[config.mk]
export PLATFORM = sky130hd
export DESIGN_NAME = fetch_ctrl_flat
export DESIGN_NICKNAME = d
export VERILOG_FILES = /design/src/rtl/fetch_ctrl_pkg.sv /design/src/rtl/fetch_ctrl_if.sv /design/src/rtl/fetch_ctrl.sv /design/src/flat_wrapper.sv
export SDC_FILE = /design/constraint.sdc
export NUM_CORES = 1
export LEC_CHECK = 0
export BUFFER_PORTS_ARGS = -buffer_cell sky130_fd_sc_hd__buf_4
export CORE_ASPECT_RATIO = 1.25
export CORE_UTILIZATION = 35
export CTS_BUF_LIST = sky130_fd_sc_hd__clkbuf_2
export CTS_CLUSTER_SIZE = 14
export DETAILED_ROUTE_END_ITERATION = 10
export SLEW_MARGIN = 20
export SYNTH_ARGS = -nofsm -noshare
export SYNTH_HDL_FRONTEND = slang
export SYNTH_SLANG_ARGS = --single-unit
[constraint.sdc]
create_clock -name clk -period 5.4 [get_ports clk]
set_clock_uncertainty 0.15 [all_clocks]
set_input_delay 0.54 -clock clk [delete_from_list [all_inputs] [get_ports clk]]
set_output_delay 0.54 -clock clk [all_outputs]
set_load 0.01 [all_outputs]
[src/rtl/fetch_ctrl_pkg.sv]
// Shared types and constants for the instruction-fetch sequencer.
package fetch_pkg;

    typedef enum logic [1:0] {
        IDLE,
        RUN,
        DRAIN,
        HALTED
    } state_t;

    localparam logic [31:0] NOP_INSTR      = 32'h0000_0013;
    localparam logic [31:0] HALT_WORD_DFLT = 32'hFFFF_FFFF;
    localparam logic [31:0] RESET_PC_DFLT  = 32'h0000_0000;

endpackage

[src/rtl/fetch_ctrl_if.sv]
// Fetch-side bus: ROM read port, fetch-buffer handshake toward decode, redirect input.
interface fetch_if #(
    parameter int ADDR_W = 5,
    parameter int XLEN   = 32
);
    logic [ADDR_W-1:0] rom_addr;
    logic [XLEN-1:0]   rom_instr;
    logic              id_ready;
    logic              if_valid;
    logic [XLEN-1:0]   if_instr;
    logic [XLEN-1:0]   if_pc;
    logic              redirect_valid;
    logic [XLEN-1:0]   redirect_pc;

    modport master (
        output rom_addr, if_valid, if_instr, if_pc,
        input  rom_instr, id_ready, redirect_valid, redirect_pc
    );

    modport slave (
        input  rom_addr, if_valid, if_instr, if_pc,
        output rom_instr, id_ready, redirect_valid, redirect_pc
    );
endinterface

[src/rtl/fetch_ctrl.sv]
// Instruction-fetch sequencer: owns the PC, drives the ROM address and a
// one-entry fetch buffer toward decode; handles redirects, halt word and bad targets.
module fetch_ctrl
    import fetch_pkg::*;
#(
    parameter int              ADDR_W    = 5,
    parameter int              XLEN      = 32,
    parameter logic [XLEN-1:0] RESET_PC  = RESET_PC_DFLT,
    parameter logic [XLEN-1:0] HALT_WORD = HALT_WORD_DFLT,
    parameter int              CNT_W     = 16
) (
    input  logic             clk,
    input  logic             rst_n,
    input  logic             start,
    fetch_if.master          bus,
    output logic             halted,
    output logic             fault,
    output logic [CNT_W-1:0] fetch_count
);

    state_t            state_q, state_d;
    logic [XLEN-1:0]   pc_q, pc_d;
    logic              if_valid_q, if_valid_d;
    logic [XLEN-1:0]   if_instr_q, if_instr_d;
    logic [XLEN-1:0]   if_pc_q, if_pc_d;
    logic              halted_q, halted_d;
    logic              fault_q, fault_d;
    logic [CNT_W-1:0]  fetch_count_q, fetch_count_d;

    logic              fetching;
    logic [XLEN-1:0]   fa;
    logic              bad_target;
    logic              do_load;

    // Redirects only steer the fetch address while actively fetching.
    assign fetching   = (state_q == RUN) || (state_q == DRAIN);
    assign fa         = (fetching && bus.redirect_valid) ? bus.redirect_pc : pc_q;
    assign bad_target = (fa[1:0] != 2'b00) || (fa[XLEN-1:ADDR_W+2] != '0);

    assign bus.rom_addr = fa[ADDR_W+1:2];
    assign bus.if_valid = if_valid_q;
    assign bus.if_instr = if_instr_q;
    assign bus.if_pc    = if_pc_q;
    assign halted       = halted_q;
    assign fault        = fault_q;
    assign fetch_count  = fetch_count_q;

    always_comb begin
        state_d       = state_q;
        pc_d          = pc_q;
        if_valid_d    = if_valid_q;
        if_instr_d    = if_instr_q;
        if_pc_d       = if_pc_q;
        halted_d      = halted_q;
        fault_d       = fault_q;
        fetch_count_d = fetch_count_q;
        do_load       = 1'b0;

        case (state_q)
            IDLE: begin
                if (start) begin
                    state_d = RUN;
                end
            end
            RUN: begin
                do_load = !if_valid_q || bus.id_ready || bus.redirect_valid;
            end
            DRAIN: begin
                // A redirect here means the halt word was on the wrong path.
                if (bus.redirect_valid) begin
                    do_load = 1'b1;
                end else if (bus.id_ready) begin
                    if_valid_d = 1'b0;
                    halted_d   = 1'b1;
                    state_d    = HALTED;
                end
            end
            default: begin
            end
        endcase

        if (do_load) begin
            if (bad_target) begin
                fault_d    = 1'b1;
                halted_d   = 1'b1;
                if_valid_d = 1'b0;
                state_d    = HALTED;
            end else begin
                if_valid_d = 1'b1;
                if_instr_d = bus.rom_instr;
                if_pc_d    = fa;
                pc_d       = fa + XLEN'(4);
                if (fetch_count_q != '1) begin
                    fetch_count_d = fetch_count_q + CNT_W'(1);
                end
                state_d = (bus.rom_instr == HALT_WORD) ? DRAIN : RUN;
            end
        end
    end

    always_ff @(posedge clk or negedge rst_n) begin
        if (!rst_n) begin
            state_q       <= IDLE;
            pc_q          <= RESET_PC;
            if_valid_q    <= 1'b0;
            if_instr_q    <= XLEN'(NOP_INSTR);
            if_pc_q       <= RESET_PC;
            halted_q      <= 1'b0;
            fault_q       <= 1'b0;
            fetch_count_q <= '0;
        end else begin
            state_q       <= state_d;
            pc_q          <= pc_d;
            if_valid_q    <= if_valid_d;
            if_instr_q    <= if_instr_d;
            if_pc_q       <= if_pc_d;
            halted_q      <= halted_d;
            fault_q       <= fault_d;
            fetch_count_q <= fetch_count_d;
        end
    end

endmodule

[src/flat_wrapper.sv]
// flat-port wrapper written by rule: the top's interface ports become plain ports
module fetch_ctrl_flat import fetch_pkg::*;
#(
    parameter int              ADDR_W    = 5,
    parameter int              XLEN      = 32,
    parameter logic [XLEN-1:0] RESET_PC  = RESET_PC_DFLT,
    parameter logic [XLEN-1:0] HALT_WORD = HALT_WORD_DFLT,
    parameter int              CNT_W     = 16
)
  (clk, rst_n, start, halted, fault, fetch_count, bus_rom_addr, bus_if_valid, bus_if_instr, bus_if_pc, bus_rom_instr, bus_id_ready, bus_redirect_valid, bus_redirect_pc);
  fetch_if #(.ADDR_W(ADDR_W), .XLEN(XLEN)) bus_i ();
  input  logic clk;
  input  logic rst_n;
  input  logic start;
  output logic halted;
  output logic fault;
  output logic [CNT_W-1:0] fetch_count;
  output wire logic [$bits(bus_i.rom_addr)-1:0] bus_rom_addr;
  output wire logic [$bits(bus_i.if_valid)-1:0] bus_if_valid;
  output wire logic [$bits(bus_i.if_instr)-1:0] bus_if_instr;
  output wire logic [$bits(bus_i.if_pc)-1:0] bus_if_pc;
  input wire logic [$bits(bus_i.rom_instr)-1:0] bus_rom_instr;
  input wire logic [$bits(bus_i.id_ready)-1:0] bus_id_ready;
  input wire logic [$bits(bus_i.redirect_valid)-1:0] bus_redirect_valid;
  input wire logic [$bits(bus_i.redirect_pc)-1:0] bus_redirect_pc;
  assign bus_rom_addr = bus_i.rom_addr;
  assign bus_if_valid = bus_i.if_valid;
  assign bus_if_instr = bus_i.if_instr;
  assign bus_if_pc = bus_i.if_pc;
  assign bus_i.rom_instr = bus_rom_instr;
  assign bus_i.id_ready = bus_id_ready;
  assign bus_i.redirect_valid = bus_redirect_valid;
  assign bus_i.redirect_pc = bus_redirect_pc;
  fetch_ctrl #(.ADDR_W(ADDR_W), .XLEN(XLEN), .RESET_PC(RESET_PC), .HALT_WORD(HALT_WORD), .CNT_W(CNT_W)) u_core (.clk(clk), .rst_n(rst_n), .start(start), .bus(bus_i), .halted(halted), .fault(fault), .fetch_count(fetch_count));
endmodule
After elaboration in Yosys (flattened, before gate mapping)
Index checks and enable logic that the tools add are counted.

word-level totals
  bits in registers = 117
  bits in latches = 0
  memory bits (writable) = 0
  ROM bits = 0
  output and inout port bits = 88
  logic and storage cells = 56
  memories kept = 0

cells by class
  add/subtract/negate cells = 2
  multipliers = 0
  divide/modulo/power cells = 0
  magnitude comparators = 0
  equal/unequal tests = 8
  shifts and indexed selects = 0
  muxes and demuxes = 20
  bitwise logic cells = 1
  reduce and logical (&&, ||, !) cells = 17

operator list
  operator                 number
  $add A32 B3 Y32 const B  1
  $eq A32 B32 Y1 const B   1
  $mux W32                 1
  $reduce_bool A25 Y1      1
  $add A16 B1 Y16 const B  1
  $ne A16 B16 Y1 const B   1
  $mux W2                  6
  $mux W1                  11
  $ne A3 B2 Y1 const B     3
  $reduce_and A3 Y1        2
  $reduce_bool A2 Y1       3
  $logic_or A1 B1 Y1       4
  $pmux W2 S2              1
  $reduce_and A2 Y1        2
  $reduce_and A4 Y1        1
  $reduce_bool A3 Y1       1
  $eq A2 B1 Y1 const B     1
  $eq A2 B2 Y1 const B     1
  $logic_not A2 Y1         1
  $ne A2 B1 Y1 const B     1
  $pmux W1 S2              1
  $logic_and A1 B1 Y1      1
  $logic_not A1 Y1         1
  $not A1 Y1               1

Logic depth before layout (Yosys ltp)
  depth in word-level cells = 8
  mapped depth = 11
  depth with buffers taken out = 9

Worst setup path before layout
OpenSTA, ideal clock, no wires.

  path type = reg2out
  from = register u_core.state_q[0]
  to = output port bus_rom_addr[3]
  arrival time = 1.548 ns
  data required time = 4.710 ns
  path slack = 3.162 ns
  stages on the path, launching flop included = 8
  path buffers = 2
  cells stage by stage = dfrtp_1 -> inv_1 -> ha_1 -> nand2_1 -> buf_2 -> mux2i_1 -> inv_1 -> buf_4

between the ends
  word-level cells in the longest chain between the ends = 4
  elaborated cells on any way between the ends = 5
  those cells by class = eq/ne: 2; mux: 1; reduce/logical: 2

RTL lines
  what                                                 RTL line            RTL
  start: declaration                                   fetch_ctrl.sv:21    state_t state_q, state_d;
  start signal: assignment                             fetch_ctrl.sv:112   state_q <= state_d;
  $eq A2 B1 Y1 / $eq A2 B2 Y1 (equally long branches)  fetch_ctrl.sv:36    assign fetching = (state_q == RUN) || (state_q == DRAIN);
  $logic_or A1 B1 Y1 (*)                               fetch_ctrl.sv:36
  $logic_and A1 B1 Y1 (*)                              fetch_ctrl.sv:37    assign fa = (fetching && bus.redirect_valid) ? bus.redirect_pc : pc_q;
  $mux W32 (*)                                         fetch_ctrl.sv:37
  end: declaration                                     flat_wrapper.sv:18  output wire logic [$bits(bus_i.rom_addr)-1:0] bus_rom_addr;

Every way passes the cells marked *; elsewhere a longest branch is shown, timed or not.

Final worst setup path
  from = register u_core.state_q[0]
  to = register u_core.if_instr_q[25] (netlist: u_core.bus.if_instr[25])

between the ends
  word-level cells in the longest chain between the ends = 8
  elaborated cells on any way between the ends = 11
  those cells by class = eq/ne: 2; mux: 2; bitwise: 1; reduce/logical: 6

RTL lines
  what                                                              RTL line                            RTL
  $eq A2 B1 Y1 / $eq A2 B2 Y1 (equally long branches)               fetch_ctrl.sv:36, fetch_ctrl.sv:59
  $logic_or A1 B1 Y1                                                fetch_ctrl.sv:36
  $logic_and A1 B1 Y1                                               fetch_ctrl.sv:37
  $mux W32                                                          fetch_ctrl.sv:37
  $reduce_bool A25 Y1 / $reduce_bool A2 Y1 (equally long branches)  fetch_ctrl.sv:38                    assign bad_target = (fa[1:0] != 2'b00) || (fa[XLEN-1:ADDR_W+2] != '0);
  $logic_or A1 B1 Y1                                                fetch_ctrl.sv:38
  $not A1 Y1 (no source line)                                       -
  $reduce_and A2 Y1 (no source line) (*)                            -
  end signal: assignment                                            fetch_ctrl.sv:106                   if_instr_q <= XLEN'(NOP_INSTR);
  end signal: assignment                                            fetch_ctrl.sv:115                   if_instr_q <= if_instr_d;
  end: declaration                                                  fetch_ctrl.sv:24                    logic [XLEN-1:0] if_instr_q, if_instr_d;

Marks and branches as above.
A chain may end at the register's enable or synchronous reset.

==> impl_results.md <==
- Outcome: finished, final reports clean
- RSZ-0062 raised after global routing: false
- Logic pwr share: between 30% and 40%
- Die X: ~110 um
- Largest area contributor in the netlist: dfrtp_1
- Worst slew pin tran: 0.912 ns
- Syn Nets: around 450
- Pleak: 3.30 nW
- Int Power: between 1.5 and 2 mW
- Layout cell share with drive strength beyond 1: 41.2%
- Post-DR vias/cell: between 4 and 5
- Setup WS post-layout: 2.15 ns
- Largest net degree at the start of global routing: 74
- Tcrit/Tclk final: between 60 and 70%
- Setup CP Type: register to register
- FF+latch count, synth: between 100 and 150
- TritonCTS clock tree: built
- MaxCap Viol Count: 0
- CP Data Arrival Time: between 3 and 4 ns
- Drt wl/cell: around 14 um
- Vias: about 3500
- Core ar.: 13200 um2
- DRC Markers: 0
- Post-Syn Area: 4710 um2
- Hpwl dp: approximately 7.2 mm
- Syn Area/Cell: 12.6 um2
- Max-slew violations: 0
- Clk slew on worst S/H paths: 0.19 ns
- Global route total overflow: 0
- Register area share after synthesis: between 60% and 70%
- Startpoint types: register
- Initial DRT Pass Iterations: 5
- Synth cell types: 39
- FF-to-FF Start: u_core.state_q[0]$_DFFE_PN0P_
- Post-Route WL: ~11 mm
- Sink Count: approximately 120
- Clock power frac: between 20% and 30%
- Global-route wire length before repair: between 15 and 20 mm
- Fmax: between 300 and 400 MHz
- H-tree levels: 4
- Post-route ant nets: 0
- Crit path launch: u_core.state_q[0]$_DFFE_PN0P_
- Final Hold Vio Count: 0
- Cell area after layout: roughly 6600 um2
- Post-layout min period: between 3 and 4 ns
- Vias in the first global route: 3660
- Maximum VDD drop: 0.274 mV
- Worst Path Max Fanout: 73
- Final #Nets: around 640
- Synth Instances: around 370
- CTS buffer count: 17
- YS warnings: 0
- Setup_tns: 0 ns
- FP Rows: 47
- Hold slack: around 0.14 ns
- Worst-Skew Late Latency: 0.64 ns
- Reg power frac: between 40% and 50%
- Area grow syn2layout: 40.5%
- Starting DRT DRC Count: roughly 160
- # IOs: approximately 160
- HP Start: bus_redirect_pc[6]
- Commonest non-fill, non-tap cell in the layout: buf_4
- Initial antenna violation count: 1
- FILL cells: around 1200
- Pre-CTS setup slack: between 2 and 2.5 ns
- Rel. slew slack: between 30% and 40%
- Synth area leaders: dfrtp_1 59%, mux2_2 9.3%, and2_1 6.9%, xor2_1 2.8%, nand2_1 1.9%
- Req. time, crit path: 5.80 ns
- Post-DP Area: 5990 um2
- Post-synth top area share: approximately three fifths
- Starting Density: between 30 and 40%
- Critical Path Sink Type: register
- Sw frac: 32.7%
- GP Congestion: slightly below 0.8
- Most frequent cells in the layout: 158 x buf_4, 112 x dfrtp_1, 52 x and2_1
- Clock Tree Root: clkbuf_2
- Buffers on Ports: around 160
- Psw: 0.897 mW
- # setup viols final: 0
- Worst hold-check path type: primary input to register
- Die height: roughly 130 um
- GR Util All Layers: between 15 and 20%
- CTS max path bufs: 2
- Die ar.: approximately 14000 um2
- Pwr Density: around 410 nW/um2
-- synthesized netlist by cell type (all sizes together) --
| cell | number |
|---|---|
| mux2 | 39 |
| and2 | 52 |
| o221ai | 1 |
| nor3 | 11 |
| a21oi | 1 |
| nor4 | 17 |
| nor3b | 1 |
| nand2 | 24 |
| clkbuf | 7 |
| dfstp | 3 |
| or4 | 1 |
| or2 | 1 |
| nor4b | 2 |
| o21ai | 13 |
| inv | 6 |
| and3 | 3 |
| ha | 5 |
| buf | 14 |
| mux2i | 4 |
| nand2b | 2 |
| or3 | 2 |
| xor2 | 15 |
| o22a | 2 |
| xnor2 | 3 |
| and3b | 1 |
| nand3b | 2 |
| a32oi | 1 |
| nor2 | 4 |
| o22ai | 1 |
| dfrtp | 112 |
| nor2b | 1 |
| nand4 | 13 |
| nand3 | 9 |
-- kinds of logic (layout without fill, tap and decap cells) --
group           after synthesis  in the layout  share of synthesized area, %
simple gates                146            146                          18.5
flops                       115            115                          61.1
mux                          43             43                          10.2
buf+inv                      27            231                          3.03
compound gates               19             19                          2.49
xor+xnor                     18             18                          3.34
fa+ha+maj                     5              5                          1.33
other cells                   0              1                             0
-- path summary, 6_finish.rpt --
check                                                 endpoint  cells after the start  slack (ns)
setup / recovery           u_core.bus.if_instr[25]$_DFFE_PN0P_                      8        2.15
hold / removal                 u_core.bus.if_pc[6]$_DFFE_PN0P_                      3        0.14
setup reg to reg           u_core.bus.if_instr[25]$_DFFE_PN0P_                      8        2.15
hold reg to reg                     u_core.pc_q[4]$_DFFE_PN0P_                      2        0.36
max in group asynchronous          u_core.pc_q[29]$_DFFE_PN0P_                      3        3.56
min in group asynchronous   u_core.fetch_count[10]$_DFFE_PN0P_                      2        0.33
-- cell type report --
class	instances	area, um2	area share, %
Tap cell	171	214	3.23
Clock inverter	15	190	2.87
Timing Repair Buffer	193	1540	23.2
Antenna cell	1	2.50	0.0378
Inverter	6	22.5	0.340
Sequential cell	115	2880	43.5
Clock buffer	17	85.1	1.28
Multi-Input combinational cell	231	1690	25.5
-- power by group through the flow --
stage	registers, mW	clock network, mW	logic, mW
global route	1.20	0.702	1.01
detailed placement	1.19	0	0.913
global placement	1.19	0	0.892
floorplan	1.24	0	0.450
finish	1.18	0.635	0.927
CTS	1.18	0.655	0.935
-- worst max-delay path, cell delays in order (launching register included) --
cell	delay, ns
dfrtp_1	0.42
inv_1	0.08
ha_1	0.35
nand2_1	0.35
nand3_1	0.13
o21ai_1	0.19
nand3_4	0.57
buf_4	0.54
mux2_2	0.35
-- stage by stage --
stage / power, mW / instances / utilization (%)
floorplan: 1.69 / 373 / -
global placement: 2.08 / 681 / 45.5
finish: 2.74 / 749 / 50.3
global route: 2.91 / 749 / 50.3
CTS: 2.77 / 748 / 50.3
detailed placement: 2.11 / 681 / 45.5
-- layer usage --
metal,global-route usage (%),up-vias,part of all wire [%]
met5,0,-,0
met4,7.72,0,1.8
met3,5.93,15,6.4
met2,25.9,117,51
met1,19.5,1682,41
li1,-,1671,-
-- timing repair --
action | in CTS | in global routing
hold buffers | 35 | 0
setup endpoints to repair | 0 | 0
resized for setup | 0 | 0
buffers inserted | 0 | 0
hold endpoints to repair | 89 | 0
-- sequential cells by signal (all words and copies together) (netlist names) --
register	count
u_core.bus.if_instr	32
u_core.bus.if_pc	32
u_core.bus.if_valid	1
u_core.fault	1
u_core.fetch_count	16
u_core.halted	1
u_core.pc_q	30
u_core.state_q	2
No activity file was read; power rests on OpenSTA's default activity.
